$ cat config.mk
export PLATFORM = sky130hd
export DESIGN_NAME = link_scheduler
export DESIGN_NICKNAME = d
export VERILOG_FILES = /design/src/rtl/link_scheduler.sv
export SDC_FILE = /design/constraint.sdc
export NUM_CORES = 1
export LEC_CHECK = 0
export ABC_AREA = 0
export ABC_CLOCK_PERIOD_IN_PS = 6860
export BUFFER_PORTS_ARGS = -buffer_cell sky130_fd_sc_hd__clkbuf_2
export CAP_MARGIN = 5
export CORE_MARGIN = 8
export CORE_UTILIZATION = 25
export DETAILED_ROUTE_END_ITERATION = 10
export SYNTH_ARGS = -nofsm -noshare
export SYNTH_HDL_FRONTEND = slang
export SYNTH_SLANG_ARGS = --single-unit
$ cat constraint.sdc
create_clock -name hwclk -period 6.86 [get_ports hwclk]
set_input_delay 0.686 -clock hwclk [delete_from_list [all_inputs] [get_ports hwclk]]
set_output_delay 0.686 -clock hwclk [all_outputs]
set_load 0.01 [all_outputs]
$ cat src/rtl/link_scheduler.sv
// Arbitrates the shared 3-bit data + control output link between the keypress echo sender
// and the secret-code transmitter, buffering keypresses in a small FIFO while the link is busy.
module link_scheduler #(
   parameter int unsigned FIFO_DEPTH = 4,
   parameter int unsigned GAP_CYCLES = 1200,
   parameter int unsigned MAX_HOLD   = 24000000
) (
   input  logic                        hwclk,
   input  logic                        reset,
   input  logic                        key_valid,
   input  logic [3:0]                  key_digit,
   input  logic                        secret_req,
   input  logic                        secret_done,
   input  logic                        send_active,
   input  logic [3:0]                  send_out,
   input  logic [3:0]                  secret_out,
   output logic [3:0]                  send_num,
   output logic                        send_enable,
   output logic                        secret_enable,
   output logic [2:0]                  link_out,
   output logic                        link_ctrl,
   output logic                        busy,
   output logic [$clog2(FIFO_DEPTH):0] fifo_count,
   output logic                        overflow,
   output logic                        timeout
);

   localparam int unsigned PW = $clog2(FIFO_DEPTH);
   localparam int unsigned WW = $clog2(MAX_HOLD + 1);
   localparam int unsigned GW = $clog2(GAP_CYCLES + 1);

   typedef enum logic [2:0] {StIdle, StKeyLoad, StKeySend, StSecret, StGap} state_e;

   state_e          state;
   logic            last_secret;
   logic            seen_active;
   logic [WW-1:0]   wd_cnt;
   logic [GW-1:0]   gap_cnt;

   logic [3:0]      mem [FIFO_DEPTH];
   logic [PW-1:0]   wr_ptr;
   logic [PW-1:0]   rd_ptr;
   logic            pop;
   logic            full;
   logic            empty;
   logic            push_ok;

   assign pop     = (state == StKeyLoad);
   assign full    = (fifo_count == (PW + 1)'(FIFO_DEPTH));
   assign empty   = (fifo_count == '0);
   assign push_ok = key_valid && (!full || pop);
   assign busy    = (state != StIdle);

   // Digit storage carries no reset; only pointers and count define validity.
   always_ff @(posedge hwclk) begin
      if (push_ok) begin
         mem[wr_ptr] <= key_digit;
      end
   end

   always_ff @(posedge hwclk or posedge reset) begin
      if (reset) begin
         wr_ptr     <= '0;
         rd_ptr     <= '0;
         fifo_count <= '0;
         overflow   <= 1'b0;
      end else begin
         overflow <= key_valid && full && !pop;
         if (push_ok) begin
            wr_ptr <= wr_ptr + 1'b1;
         end
         if (pop) begin
            rd_ptr <= rd_ptr + 1'b1;
         end
         case ({push_ok, pop})
            2'b10:   fifo_count <= fifo_count + 1'b1;
            2'b01:   fifo_count <= fifo_count - 1'b1;
            default: fifo_count <= fifo_count;
         endcase
      end
   end

   // Link mux follows the next owner so the pins read zero for the whole gap.
   always_ff @(posedge hwclk or posedge reset) begin
      if (reset) begin
         state         <= StIdle;
         last_secret   <= 1'b0;
         seen_active   <= 1'b0;
         wd_cnt        <= '0;
         gap_cnt       <= '0;
         send_num      <= '0;
         send_enable   <= 1'b0;
         secret_enable <= 1'b0;
         link_out      <= '0;
         link_ctrl     <= 1'b0;
         timeout       <= 1'b0;
      end else begin
         timeout <= 1'b0;
         case (state)
            StIdle: begin
               if (secret_req && (!last_secret || empty)) begin
                  state                 <= StSecret;
                  last_secret           <= 1'b1;
                  secret_enable         <= 1'b1;
                  wd_cnt                <= '0;
                  {link_ctrl, link_out} <= secret_out;
               end else if (!empty) begin
                  state                 <= StKeyLoad;
                  last_secret           <= 1'b0;
                  send_num              <= mem[rd_ptr];
                  send_enable           <= 1'b1;
                  wd_cnt                <= '0;
                  {link_ctrl, link_out} <= send_out;
               end else begin
                  {link_ctrl, link_out} <= 4'b0000;
               end
            end
            StKeyLoad: begin
               state                 <= StKeySend;
               seen_active           <= 1'b0;
               send_enable           <= 1'b1;
               {link_ctrl, link_out} <= send_out;
            end
            StKeySend: begin
               if ((seen_active && !send_active) || (wd_cnt == WW'(MAX_HOLD - 1))) begin
                  timeout               <= !(seen_active && !send_active);
                  state                 <= StGap;
                  gap_cnt               <= '0;
                  send_enable           <= 1'b0;
                  {link_ctrl, link_out} <= 4'b0000;
               end else begin
                  wd_cnt                <= wd_cnt + 1'b1;
                  send_enable           <= send_active;
                  seen_active           <= seen_active | send_active;
                  {link_ctrl, link_out} <= send_out;
               end
            end
            StSecret: begin
               // A dropped request aborts the transfer just like completion does.
               if (secret_done || !secret_req || (wd_cnt == WW'(MAX_HOLD - 1))) begin
                  timeout               <= !(secret_done || !secret_req);
                  state                 <= StGap;
                  gap_cnt               <= '0;
                  secret_enable         <= 1'b0;
                  {link_ctrl, link_out} <= 4'b0000;
               end else begin
                  wd_cnt                <= wd_cnt + 1'b1;
                  {link_ctrl, link_out} <= secret_out;
               end
            end
            StGap: begin
               {link_ctrl, link_out} <= 4'b0000;
               if (gap_cnt == GW'(GAP_CYCLES - 1)) begin
                  state <= StIdle;
               end else begin
                  gap_cnt <= gap_cnt + 1'b1;
               end
            end
            default: begin
               state <= StIdle;
            end
         endcase
      end
   end

endmodule

; ---- After elaboration in Yosys (flattened, before gate mapping)
; Memories as Yosys holds them, arrays and structs flattened. A register that Yosys moved wholly into a read port is not among the register bits.
; Index checks and enable logic that the tools add are counted.
[op_classes]
n_reduce_logical = 35
n_eq_ne = 20
n_addsub = 6
n_mux = 42
n_bitwise = 3
[ops]
columns = cell, n
row1 = $mux W25, 4
row2 = $pmux W25 S3, 1
row3 = $mux W11, 3
row4 = $pmux W11 S3, 1
row5 = $pmux W3 S5, 2
row6 = $mux W3, 9
row7 = $add A25 B1 Y25 const B, 1
row8 = $eq A25 B25 Y1 const B, 1
row9 = $ne A2 B2 Y1 const B, 9
row10 = $mux W1, 16
row11 = $reduce_and A4 Y1, 3
row12 = $reduce_bool A3 Y1, 4
row13 = $add A11 B1 Y11 const B, 1
row14 = $eq A11 B11 Y1 const B, 1
row15 = $reduce_and A3 Y1, 3
row16 = $logic_not A1 Y1, 7
row17 = $eq A3 B2 Y1 const B, 2
row18 = $eq A3 B3 Y1 const B, 2
row19 = $logic_not A3 Y1, 2
row20 = $pmux W1 S2, 3
row21 = $pmux W3 S2, 1
row22 = $reduce_bool A2 Y1, 3
row23 = $logic_and A1 B1 Y1, 5
row24 = $logic_or A1 B1 Y1, 5
row25 = 14 further kinds, 17
[totals]
ramBits = 16
out_inout_bits = 16
reg_bits = 56
memories = 1
[memory_table]
columns = memory, words, word_bits, rd, rd_clocked_by_memory_dff, write_ports, line_no
row1 = mem, 4, 4, 1, 1, 1, 40  ; logic [3:0] mem [FIFO_DEPTH];

; ---- Longest topological paths before layout
; Gate-level depths: netlist of run 1.
[depth]
ltp_word = 6
depth_mapped = 11
depth_no_buf = 10

; ---- Least setup slack after synthesis of run 1
; No wires, ideal clock.
[synth_timing]
kind = register to register
start = reg state[1]
end = reg fifo_count[2]
t_arrival_ps = 2063
slack_ps = 4666
required_ps = 6730
path_stages_with_launch = 11
synth_period_minus_slack_ps = 2194
setup_ps = 130
n_path_buf = 1
path_cell_list = dfrtp_1 clkbuf_1 nand2b_1 a31oi_1 inv_1 ha_1 inv_1 fa_1 xor2_1 nor2_1 xor2_1
[synth_via]
elab_chain_len = 5
word_cells_on_any_way = 7
classes_between = 3 x eq/ne / 1 x mux / 3 x reduce/logical
[synth_lines]
columns = element, line_no
row1 = "start, declared", 34  ; state_e state;
row2 = "start signal, assigned", 86  ; state <= StIdle;
row3 = "start signal, assigned", 102  ; state <= StSecret;
row4 = "start signal, assigned", 108  ; state <= StKeyLoad;
row5 = $eq A3 B1 Y1 (*), 48  ; assign pop = (state == StKeyLoad);
row6 = $logic_or A1 B1 Y1, 51  ; assign push_ok = key_valid && (!full || pop);
row7 = $logic_and A1 B1 Y1, 51
row8 = $eq A2 B1 Y1 or $eq A2 B2 Y1 (tied branches), 75  ; case ({push_ok, pop})
row9 = $pmux W3 S2 or $reduce_bool A2 Y1 (tied branches), --
row10 = "end signal, assigned", 76  ; 2'b10: fifo_count <= fifo_count + 1'b1;
row11 = "end signal, assigned", 77  ; 2'b01: fifo_count <= fifo_count - 1'b1;
row12 = "end signal, assigned", 78  ; default: fifo_count <= fifo_count;
row13 = "end, declared", 23  ; output logic [$clog2(FIFO_DEPTH):0] fifo_count,
; Every way passes the cells marked *; elsewhere a longest branch is shown, timed or not.
; A chain may end at the register's enable or synchronous reset.

; ---- Final worst setup path of run 1
[layout_timing]
start = reg state[2]
end = reg wd_cnt[15]
[layout_via]
elab_chain_len = 3
word_cells_on_any_way = 9
classes_between = 5 x eq/ne / 1 x mux / 3 x reduce/logical
[layout_lines]
columns = element, line_no
row1 = $eq A3 B2 Y1 or $logic_not A3 Y1 (tied branches), 99  ; case (state)
row2 = $ne A2 B2 Y1 (no line) (tied with other cells), --
row3 = $reduce_and A4 Y1 (no line), --
row4 = "end signal, assigned", 132  ; wd_cnt <= wd_cnt + 1'b1;
row5 = "end signal, assigned", 147  ; wd_cnt <= wd_cnt + 1'b1;
row6 = "end, declared", 37  ; logic [WW-1:0] wd_cnt;
; Several ways; a longest one is shown, not always the timed one.

==> flow_summary_export.csv, run 1 <==
group,metric,value,unit
outcome,status,"completed",
synth,synth_area_leaders,"dfrtp_1, edfxtp_1, nand2_1, mux2i_1, a21oi_1",
clock_tree,cts_tree,"yes",
synth,yosysSeqAreaShare,46.29,%
route,drc_errors,0,
timing,fin_ws,4.115,ns
pwr,p_leak,1.863,nW
grt,track_usage,9.476,%
timing,finalCritPeriodShare,40.01,%
flow_run,cap_violations,0,
synth,postSynthAreaPerCell,10.49,µm²
clock_tree,cts_setup_buffers,0,
critical_path,crit_path_max_fanout,25,
cells_and_area,nets,459,
grt,antenna_found_initial,0,
placed_design,dpl.hpwl,7.139,mm
synth,synth_common_cells,"dfrtp_1, nand2_1, a21oi_1, nand3_1, nor2_1",
synth,ys.flop_type,"dfrtp_1",
timing,fmax,364.3,MHz
pwr,comb_power_share,37.7,%
route,first_pass_iters,4,
cells_and_area,multi_input_area,2102,µm²
cells_and_area,final_layout_size_suffix_gt1_share,18.72,%
critical_path,crit_required,7.08,ns
clock_tree,cts_sinks,76,
floorplanning,die_y,146.9,µm
floorplanning,num_io_pins,34,
pwr,p_total,0.001919,W
grt,gr-total-overflow,0,
cells_and_area,fill_cells,1727,
min_path,min-delay-path-class,"flip-flop to flip-flop",
cells_and_area,area_growth,14.49,%
route,vias,3268,
route,routedWlPerCell,15.01,µm
route,first_iter_violations,167,
synth,netlist_area,4282,µm²
clock_tree,hold_buffers,0,
clock_tree,clockRootBuffer,"clkbuf_16",
critical_path,startpoint_type,"flip-flop",
timing,hold_violations,0,
clock_tree,htree_levels,3,
synth,synth_top_area_share,35.07,%
pwr,pwr-share-seq,37.2,%
grt,grt_max_degree,61,
route,routed_wirelength,9.952,mm
critical_path,setup.worst_path.end_class,"flip-flop",
route,viasPerCell,4.929,
synth,syn-num-nets,434,
synth,yosys_warnings,0,
critical_path,critPathKind,"flip-flop to flip-flop",
placed_design,place.port_buffers,33,
floorplanning,core-area,17000,µm²
placed_design,gp_congestion,0.7871,
pwr,powerDensity,391.4,nW/µm²
synth,yosysTopAreaCell,"dfrtp_1",
timing,fin_skew,0.006405,ns
synth,synth-async-reset-ratio,78.95,%
placed_design,place_ws,3.957,ns
clock_tree,post_cts_resize_count,0,
critical_path,arrival,2.96,ns
cells_and_area,seq_area,1982,µm²
synth,synth.ff_latch_count,76,
grt,grt_pass1_wl,16.79,mm
timing,relSlewSlack,25.38,%
timing,tightest_slew,1.114,ns
pwr,p_int,0.001147,W
synth,ys_types,67,
clock_tree,cts_buffers,9,
clock_tree,worst_skew_pair.late_latency,0.34,ns
clock_tree,clk_pin_slew_worst_paths,0.06,ns
grt,grt_pass1_vias,3280,
timing,setup_tns,0,ns
timing,min_period,2.745,ns
timing,rsz0062_at_grt,"false",
pwr,p_switching,0.0007717,W
floorplanning,initial_core_util,25.19,%
timing,drv_slew,0,
pwr,p_sw_share,40.22,%
cells_and_area,antennaDiodeCount,0,
pwr,p_clk_share,25.1,%
floorplanning,rows,48,
timing,hold_ws,0.4981,ns
clock_tree,clockBufferDepth,2,
cells_and_area,post-route-util,28.84,%
route,antenna_left,0,
synth,synth-edff-count,16,
pwr,peakVddDrop,0.1633,mV
floorplanning,die_area,21570,µm²
floorplanning,die_w,146.9,µm
synth,yosysMostFrequentCell,"dfrtp_1",
synth,syn_inst,408,
timing,setup-violations-final,0,
## layout make-up
class / count / area share (%)
Clock buffer: 9 / 4.594
Tap cell: 225 / 5.743
Clock inverter: 7 / 1.531
Inverter: 17 / 1.302
Multi-Input combinational cell: 295 / 42.88
Timing Repair Buffer: 34 / 3.522
Sequential cell: 76 / 40.43
## cell usage in the layout (no fill, tap or decap), types with 8 or more instances in the layout
master	synthesis	final
dfrtp_1	60	60
nand2_1	48	48
clkbuf_2	0	33
nand3_1	21	21
a21oi_1	21	21
nor2_1	18	18
inv_1	17	16
mux2i_1	16	16
edfxtp_1	16	16
nand2b_1	13	13
a31oi_1	10	10
and2_1	9	9
clkbuf_16	0	9
nand4_1	8	8
## power by group through the flow
stage / clock [W] / combinational (W) / sequential, W
after floorplan: 0 / 0.000605 / 0.000678
after global placement: 0 / 0.000701 / 0.000717
after detailed placement: 0 / 0.000726 / 0.000722
after CTS: 0.000494 / 0.000728 / 0.000714
after global routing: 0.000509 / 0.000812 / 0.000737
final: 0.000482 / 0.000723 / 0.000714
## kinds of logic (layout without fill, tap and decap cells)
| kind of cell | after synthesis | count (layout) | synth area share, % |
|---|---|---|---|
| and+or+nand+nor | 166 | 166 | 22.38 |
| AOI/OAI and AO/OA | 91 | 91 | 16.01 |
| DFF | 76 | 76 | 46.29 |
| buffers and inverters | 37 | 67 | 4.675 |
| muxes | 24 | 24 | 6.896 |
| adders and majority gates | 8 | 8 | 2.513 |
| xor gates and xnor gates | 6 | 6 | 1.227 |
## flip-flops by register name, indices dropped and copies added (netlist names), 2 cells and up
signal / cells
fifo_count: 3
gap_cnt: 11
link_out: 3
mem: 16
rd_ptr: 2
send_num: 4
state: 3
wd_cnt: 25
wr_ptr: 2
## path summary, 6_finish.rpt
check,cells after the start,start,slack (ns),endpoint
max in group asynchronous,3,reset,5.77,gap_cnt[2]
setup reg to reg,4,state[2],4.12,wd_cnt[15]
hold / removal,1,gap_cnt[10],0.50,gap_cnt[10]
min in group asynchronous,3,reset,0.57,wr_ptr[1]
setup / recovery,4,state[2],4.12,wd_cnt[15]
hold reg to reg,1,gap_cnt[10],0.50,gap_cnt[10]
## worst max-delay path, stage by stage, from the launching register on
cell	delay, ns
dfrtp_1	0.61
o31ai_2	0.93
nand2_1	0.72
nand2b_1	0.26
mux2i_1	0.10
## routing by layer
layer	GRT usage [%]	share of wire [%]	vias to the layer above	wire length [µm]
met5	0	0	-	0
met4	4.482	1.9	0	193
met3	1.938	4.0	12	397
met2	15.58	48	74	4767
met1	11.67	46	1612	4593
li1	-	-	1570	-
## per-stage QoR
stage / instances / area (µm²)
finish: 663 / 4902
global route: 663 / 4902
CTS: 663 / 4902
detailed placement: 647 / 4602
global placement: 647 / 4602
floorplan: 408 / 4282
No activity file was read; power rests on OpenSTA's default activity.
==> run 2, diff against run 1 <==
Settings changed: ABC_AREA 0 to 1, ABC_CLOCK_PERIOD_IN_PS 6860 to 2500.
Clock period 6.86 ns to 2.5 ns, I/O delays scaled along.
==> run 2 against run 1 <==
Net effect: via count increased by 11%; final cell count grew 27%; critical path type unchanged; total power rose to 2.7 times the previous value; sequential share of layout area decreased by 2.9 points; wire length is 0.42% lower; clock skew rose by 0.0041 ns; largest power group unchanged; setup slack got worse by 3.8 ns; cell area up 7.8%; critical endpoint is now fifo_count[2].
==> flow_summary_export.csv, run 2 <==
group,metric,value,unit
floorplanning,rows,49,
critical_path,arrival,2.44,ns
flow_run,cap_violations,0,
grt,grt_pass1_wl,17.00,mm
synth,yosysSeqAreaShare,43.46,%
synth,ys_types,35,
cells_and_area,largest_reg_flops,25,
critical_path,crit_path_max_fanout,8,
grt,grt_pass1_vias,3473,
outcome,status,"completed",
timing,finalCritPeriodShare,88.45,%
cells_and_area,nets,637,
cells_and_area,final_layout_size_suffix_gt1_share,18.99,%
floorplanning,die_y,151.1,µm
cells_and_area,post-route-util,29.42,%
placed_design,place.port_buffers,33,
floorplanning,core-area,17960,µm²
floorplanning,die_w,151.1,µm
grt,grt_max_degree,36,
grt,track_usage,9.490,%
route,routedWlPerCell,11.73,µm
route,drc_errors,0,
min_path,worst_hold_startpoint,"key_digit[3]",
route,viasPerCell,4.292,
route,vias,3627,
synth,postSynthAreaPerCell,7.987,µm²
critical_path,critPathKind,"flip-flop to flip-flop",
timing,rsz0062_at_grt,"false",
timing,fmax,452.2,MHz
pwr,p_leak,2.445,nW
synth,synth_area_leaders,"dfrtp_1, nand2_1, edfxtp_1, nor2_1, nand3_1",
critical_path,crit_required,2.73,ns
pwr,powerDensity,989.1,nW/µm²
timing,relSlewSlack,60.40,%
synth,synth_top_area_share,32.92,%
pwr,p_total,0.005227,W
placed_design,dpl.hpwl,7.469,mm
route,first_iter_violations,183,
floorplanning,num_io_pins,34,
timing,drv_slew,0,
synth,syn_inst,571,
clock_tree,post_cts_resize_count,0,
clock_tree,clockBufferDepth,2,
cells_and_area,antennaDiodeCount,0,
synth,synth-async-reset-ratio,78.95,%
clock_tree,worst_skew_pair.late_latency,0.35,ns
synth,synth-edff-count,16,
clock_tree,cts_setup_buffers,0,
critical_path,startpoint_type,"flip-flop",
timing,setup-violations-final,0,
clock_tree,cts_buffers,9,
grt,antenna_found_initial,0,
cells_and_area,reg.largest.list,"wd_cnt: 25 flops, mem: 16 flops, gap_cnt: 11 flops",
critical_path,setup.worst_path.end_class,"flip-flop",
grt,gr-total-overflow,0,
clock_tree,cts_tree,"yes",
cells_and_area,area_growth,15.88,%
critical_path,timing.rr.start,"state[0]",
clock_tree,hold_buffers,1,
cells_and_area,final_common_cell,"nand2_1",
floorplanning,die_area,22820,µm²
clock_tree,clockRootBuffer,"clkbuf_16",
synth,syn-num-nets,597,
route,antenna_left,0,
cells_and_area,fill_cells,1917,
min_path,min-delay-path-class,"input pin to flip-flop",
pwr,peakVddDrop,0.6507,mV
timing,setup_tns,0,ns
synth,ys.flop_type,"dfrtp_1",
clock_tree,cts_sinks,76,
synth,yosysTopAreaCell,"dfrtp_1",
timing,tightest_slew,0.5895,ns
synth,netlist_area,4561,µm²
critical_path,critPathLaunch,"state[0]",
clock_tree,htree_levels,3,
cells_and_area,top_register,"wd_cnt",
synth,yosysMostFrequentCell,"nand2_1",
synth,yosys_warnings,0,
placed_design,gp_congestion,0.7953,
cells_and_area,final_cell_mix,"nand2_1, nor2_1, dfrtp_1, nand3_1, inv_1",
clock_tree,clk_pin_slew_worst_paths,0.07,ns
route,first_pass_iters,4,
timing,hold_violations,0,
synth,synth_common_cells,"nand2_1, nor2_1, dfrtp_1",
timing,min_period,2.211,ns
timing,fin_skew,0.01054,ns
floorplanning,initial_core_util,25.39,%
synth,synth.ff_latch_count,76,
route,routed_wirelength,9.910,mm
[run 2: changes by cell type after synthesis, sizes merged, moves of 16 or more]
cell	change
mux2i	-16
nand2	+131
inv	+36
a21oi	-18
xor2	+18
nor2	+76
o21ai	+26
nand3	+37
[run 2: layer usage]
layer,vias to the layer above,wire length (µm),global-route usage (%)
met5,-,0,0
li1,1898,-,-
met4,0,185,3.909
met1,1669,4720,11.89
met3,15,490,3.496
met2,45,4513,14.46
[run 2: where the power goes]
group	switching, W	internal [W]	leakage, nW
logic	0.00138	0.000663	1.36
clock network	0.000589	0.000803	0.156
registers	0.000237	0.00156	0.933
total	0.00220	0.00303	2.44
[run 2: final cells by class]
cell class / count / area, µm² / share of cell area (%)
Sequential cell: 76 / 1982 / 37.50
Clock inverter: 7 / 90.09 / 1.705
Timing Repair Buffer: 39 / 237.7 / 4.498
Clock buffer: 9 / 225.2 / 4.261
Multi-Input combinational cell: 431 / 2261 / 42.78
Tap cell: 229 / 286.5 / 5.421
Inverter: 54 / 202.7 / 3.835
[run 2: path summary, 6_finish.rpt]
check	cells past startpoint	slack, ns	to
max in group asynchronous	4	1.40	wd_cnt[11]
worst max-delay path	11	0.29	fifo_count[2]
worst min-delay path	1	0.12	mem[0][3]
worst min register to register	2	0.48	link_out[0]
worst max register to register	11	0.29	fifo_count[2]
min in group asynchronous	3	0.50	wd_cnt[18]
[run 2: cells by family after synthesis]
kind of cell | count (synthesis) | share of synthesized area [%]
DFF | 76 | 43.46
and+or+nand+nor | 349 | 35.06
xor gates and xnor gates | 24 | 4.609
adders and majority gates | 8 | 2.359
AOI/OAI and AO/OA | 50 | 7.545
buffers and inverters | 64 | 6.968
[run 2: stage by stage]
stage          instance area [µm²]  hold slack [ns]  setup slack [ns]  std cells
2_1_floorplan                 4561           0.3489            0.4092        571
6_report                      5285           0.1243            0.2886        845
5_1_grt                       5285           0.1202            0.1108        845
3_3_place_gp                  4960           0.3379            0.3531        828
3_5_place_dp                  4960           0.3406            0.3174        828
4_1_cts                       5285           0.1178            0.3129        845
[run 2: worst max-delay path: stages, from the launching register on]
cell and delay [ns]:
dfrtp_1 0.38, inv_1 0.17, nor3_1 0.09, inv_1 0.15, nand3_1 0.13, nand2_2 0.16, ha_1 0.16, inv_1 0.06
fa_1 0.37, a21oi_1 0.14, o21ai_0 0.12, xor2_1 0.15
==> run 3, diff against run 2 <==
Settings changed: ABC_AREA 1 to default, GPL_TIMING_DRIVEN from default to 0.
==> run 3 against run 2 <==
Net effect: the run now ends with negative hold slack left; sequential share of layout area rose by 1.5 points; total power is 5.4% higher; critical path depth decreased by 5; clock-buffer cell count unchanged; clock power fell by 6%; wire length grew 4.8%; first-iteration DRC count grew 4.4%; hold slack worse by 0.13 ns; sequential power is 3% higher; global-route usage increased by 0.45 points.
==> flow_summary_export.csv, run 3 (synthesized netlist as in run 1, its figures left out) <==
group,metric,value,unit
clock_tree,htree_levels,3,
clock_tree,hold_buffers,0,
timing,finalCritPeriodShare,93.61,%
cells_and_area,antennaDiodeCount,0,
route,routedWlPerCell,15.22,µm
timing,setup-violations-final,0,
timing,fmax,427.3,MHz
flow_run,cap_violations,0,
pwr,p_total,0.005509,W
timing,drv_slew,0,
route,first_iter_violations,191,
cells_and_area,post-route-util,29.88,%
cells_and_area,final_common_cell,"dfrtp_1",
floorplanning,initial_core_util,25.19,%
timing,rsz0062_at_grt,"false",
cells_and_area,seq_area,1982,µm²
clock_tree,cts_tree,"yes",
route,antenna_left,0,
critical_path,arrival,2.60,ns
grt,gr-total-overflow,0,
cells_and_area,reg.largest.list,"wd_cnt: 25 flops, mem: 16 flops, gap_cnt: 11 flops",
cells_and_area,top_register,"wd_cnt",
clock_tree,cts_sinks,76,
clock_tree,clockBufferDepth,2,
cells_and_area,final_cell_mix,"dfrtp_1, nand2_1, clkbuf_2, nand3_1, a21oi_1",
timing,fin_skew,0.008161,ns
critical_path,rrSetupSlack,0.16,ns
critical_path,crit_path_max_fanout,4,
cells_and_area,largest_reg_flops,25,
critical_path,startpoint_type,"flip-flop",
min_path,min-delay-path-class,"input pin to async pin",
clock_tree,cts_setup_buffers,0,
route,routed_wirelength,10.38,mm
cells_and_area,fill_cells,1722,
floorplanning,die_y,146.9,µm
placed_design,dpl.hpwl,7.606,mm
clock_tree,clk_pin_slew_worst_paths,0.06,ns
clock_tree,worst_skew_pair.late_latency,0.33,ns
clock_tree,post_cts_resize_count,2,
timing,min_period,2.340,ns
critical_path,crit_required,2.76,ns
floorplanning,rows,48,
grt,track_usage,9.938,%
route,first_pass_iters,6,
cells_and_area,multi_input_area,2131,µm²
pwr,powerDensity,1085,nW/µm²
outcome,violations,"negative hold slack",
floorplanning,die_area,21570,µm²
critical_path,timing.rr.start,"wd_cnt[0]",
grt,grt_pass1_vias,3384,
pwr,p_leak,1.972,nW
outcome,status,"finished with violations",
route,viasPerCell,4.940,
grt,antenna_found_initial,0,
cells_and_area,area_growth,18.61,%
cells_and_area,nets,478,
timing,tightest_slew,0.9513,ns
critical_path,ff2ff_path_depth,6,
timing,hold_ws,-0.003656,ns
timing,setup_tns,0,ns
critical_path,r2r-end,"wd_cnt[24]",
placed_design,placed_cells,667,
cells_and_area,final_layout_size_suffix_gt1_share,21.44,%
critical_path,crit_path_end,"wd_cnt[24]",
floorplanning,die_w,146.9,µm
timing,hold_violations,2,
placed_design,gp_congestion,0.8546,
route,drc_errors,0,
route,vias,3369,
clock_tree,clockRootBuffer,"clkbuf_16",
critical_path,critPathKind,"flip-flop to flip-flop",
pwr,peakVddDrop,0.4791,mV
floorplanning,core-area,17000,µm²
timing,relSlewSlack,36.01,%
critical_path,critPathLaunch,"wd_cnt[0]",
critical_path,setup.worst_path.end_class,"flip-flop",
placed_design,place.port_buffers,33,
clock_tree,cts_buffers,9,
grt,grt_max_degree,32,
floorplanning,num_io_pins,34,
cells_and_area,fin_cells,682,
grt,grt_pass1_wl,17.53,mm
==> run 3: layer usage <==
layer / GRT usage (%) / vias to the layer above / routed length, µm
met5: 0 / - / 0
met4: 4.585 / 0 / 218
met3: 2.184 / 14 / 462
met2: 16.13 / 90 / 5063
met1: 12.37 / 1657 / 4639
li1: - / 1608 / -
==> run 3: worst max-delay path: stages (launching register included) <==
cell and delay, ns:
dfrtp_1 0.42, ha_1 0.23, nand4_1 0.32, nor4_4 0.52, nand4_1 0.17, or4_1 0.43
a21oi_1 0.16
==> run 3: worst min path at each step <==
stage / startpoint / to / cells after the start
global route: reset / wr_ptr[1] / 2
CTS: reset / wr_ptr[1] / 2
floorplan: key_digit[0] / mem[0][0] / 0
global placement: gap_cnt[10] / gap_cnt[10] / 1
detailed placement: reset / wr_ptr[1] / 2
finish: reset / wr_ptr[1] / 2
==> run 3: cell type report <==
cell class                 instances  area share (%)
clock inverter                     7           1.503
tap                              225           5.543
sequential                        76           39.02
multi-input combinational        295           41.96
buffer                            19           2.636
inverter                          17           1.256
timing repair buffer              34           3.646
clock buffer                       9           4.435
==> run 3: power breakdown <==
part           switching, W  internal [W]  total (W)
Sequential         0.000252       0.00160    0.00185
Combinational       0.00142      0.000929    0.00235
Clock              0.000531      0.000778    0.00131
==> run 3: per-stage QoR <==
stage / cell area, µm² / setup WS [ns]
finish: 5079 / 0.1598
global route: 5079 / 0.04936
CTS: 5057 / 0.04063
detailed placement: 4748 / -0.1440
global placement: 4728 / -0.07374
floorplan: 4282 / 0.3062
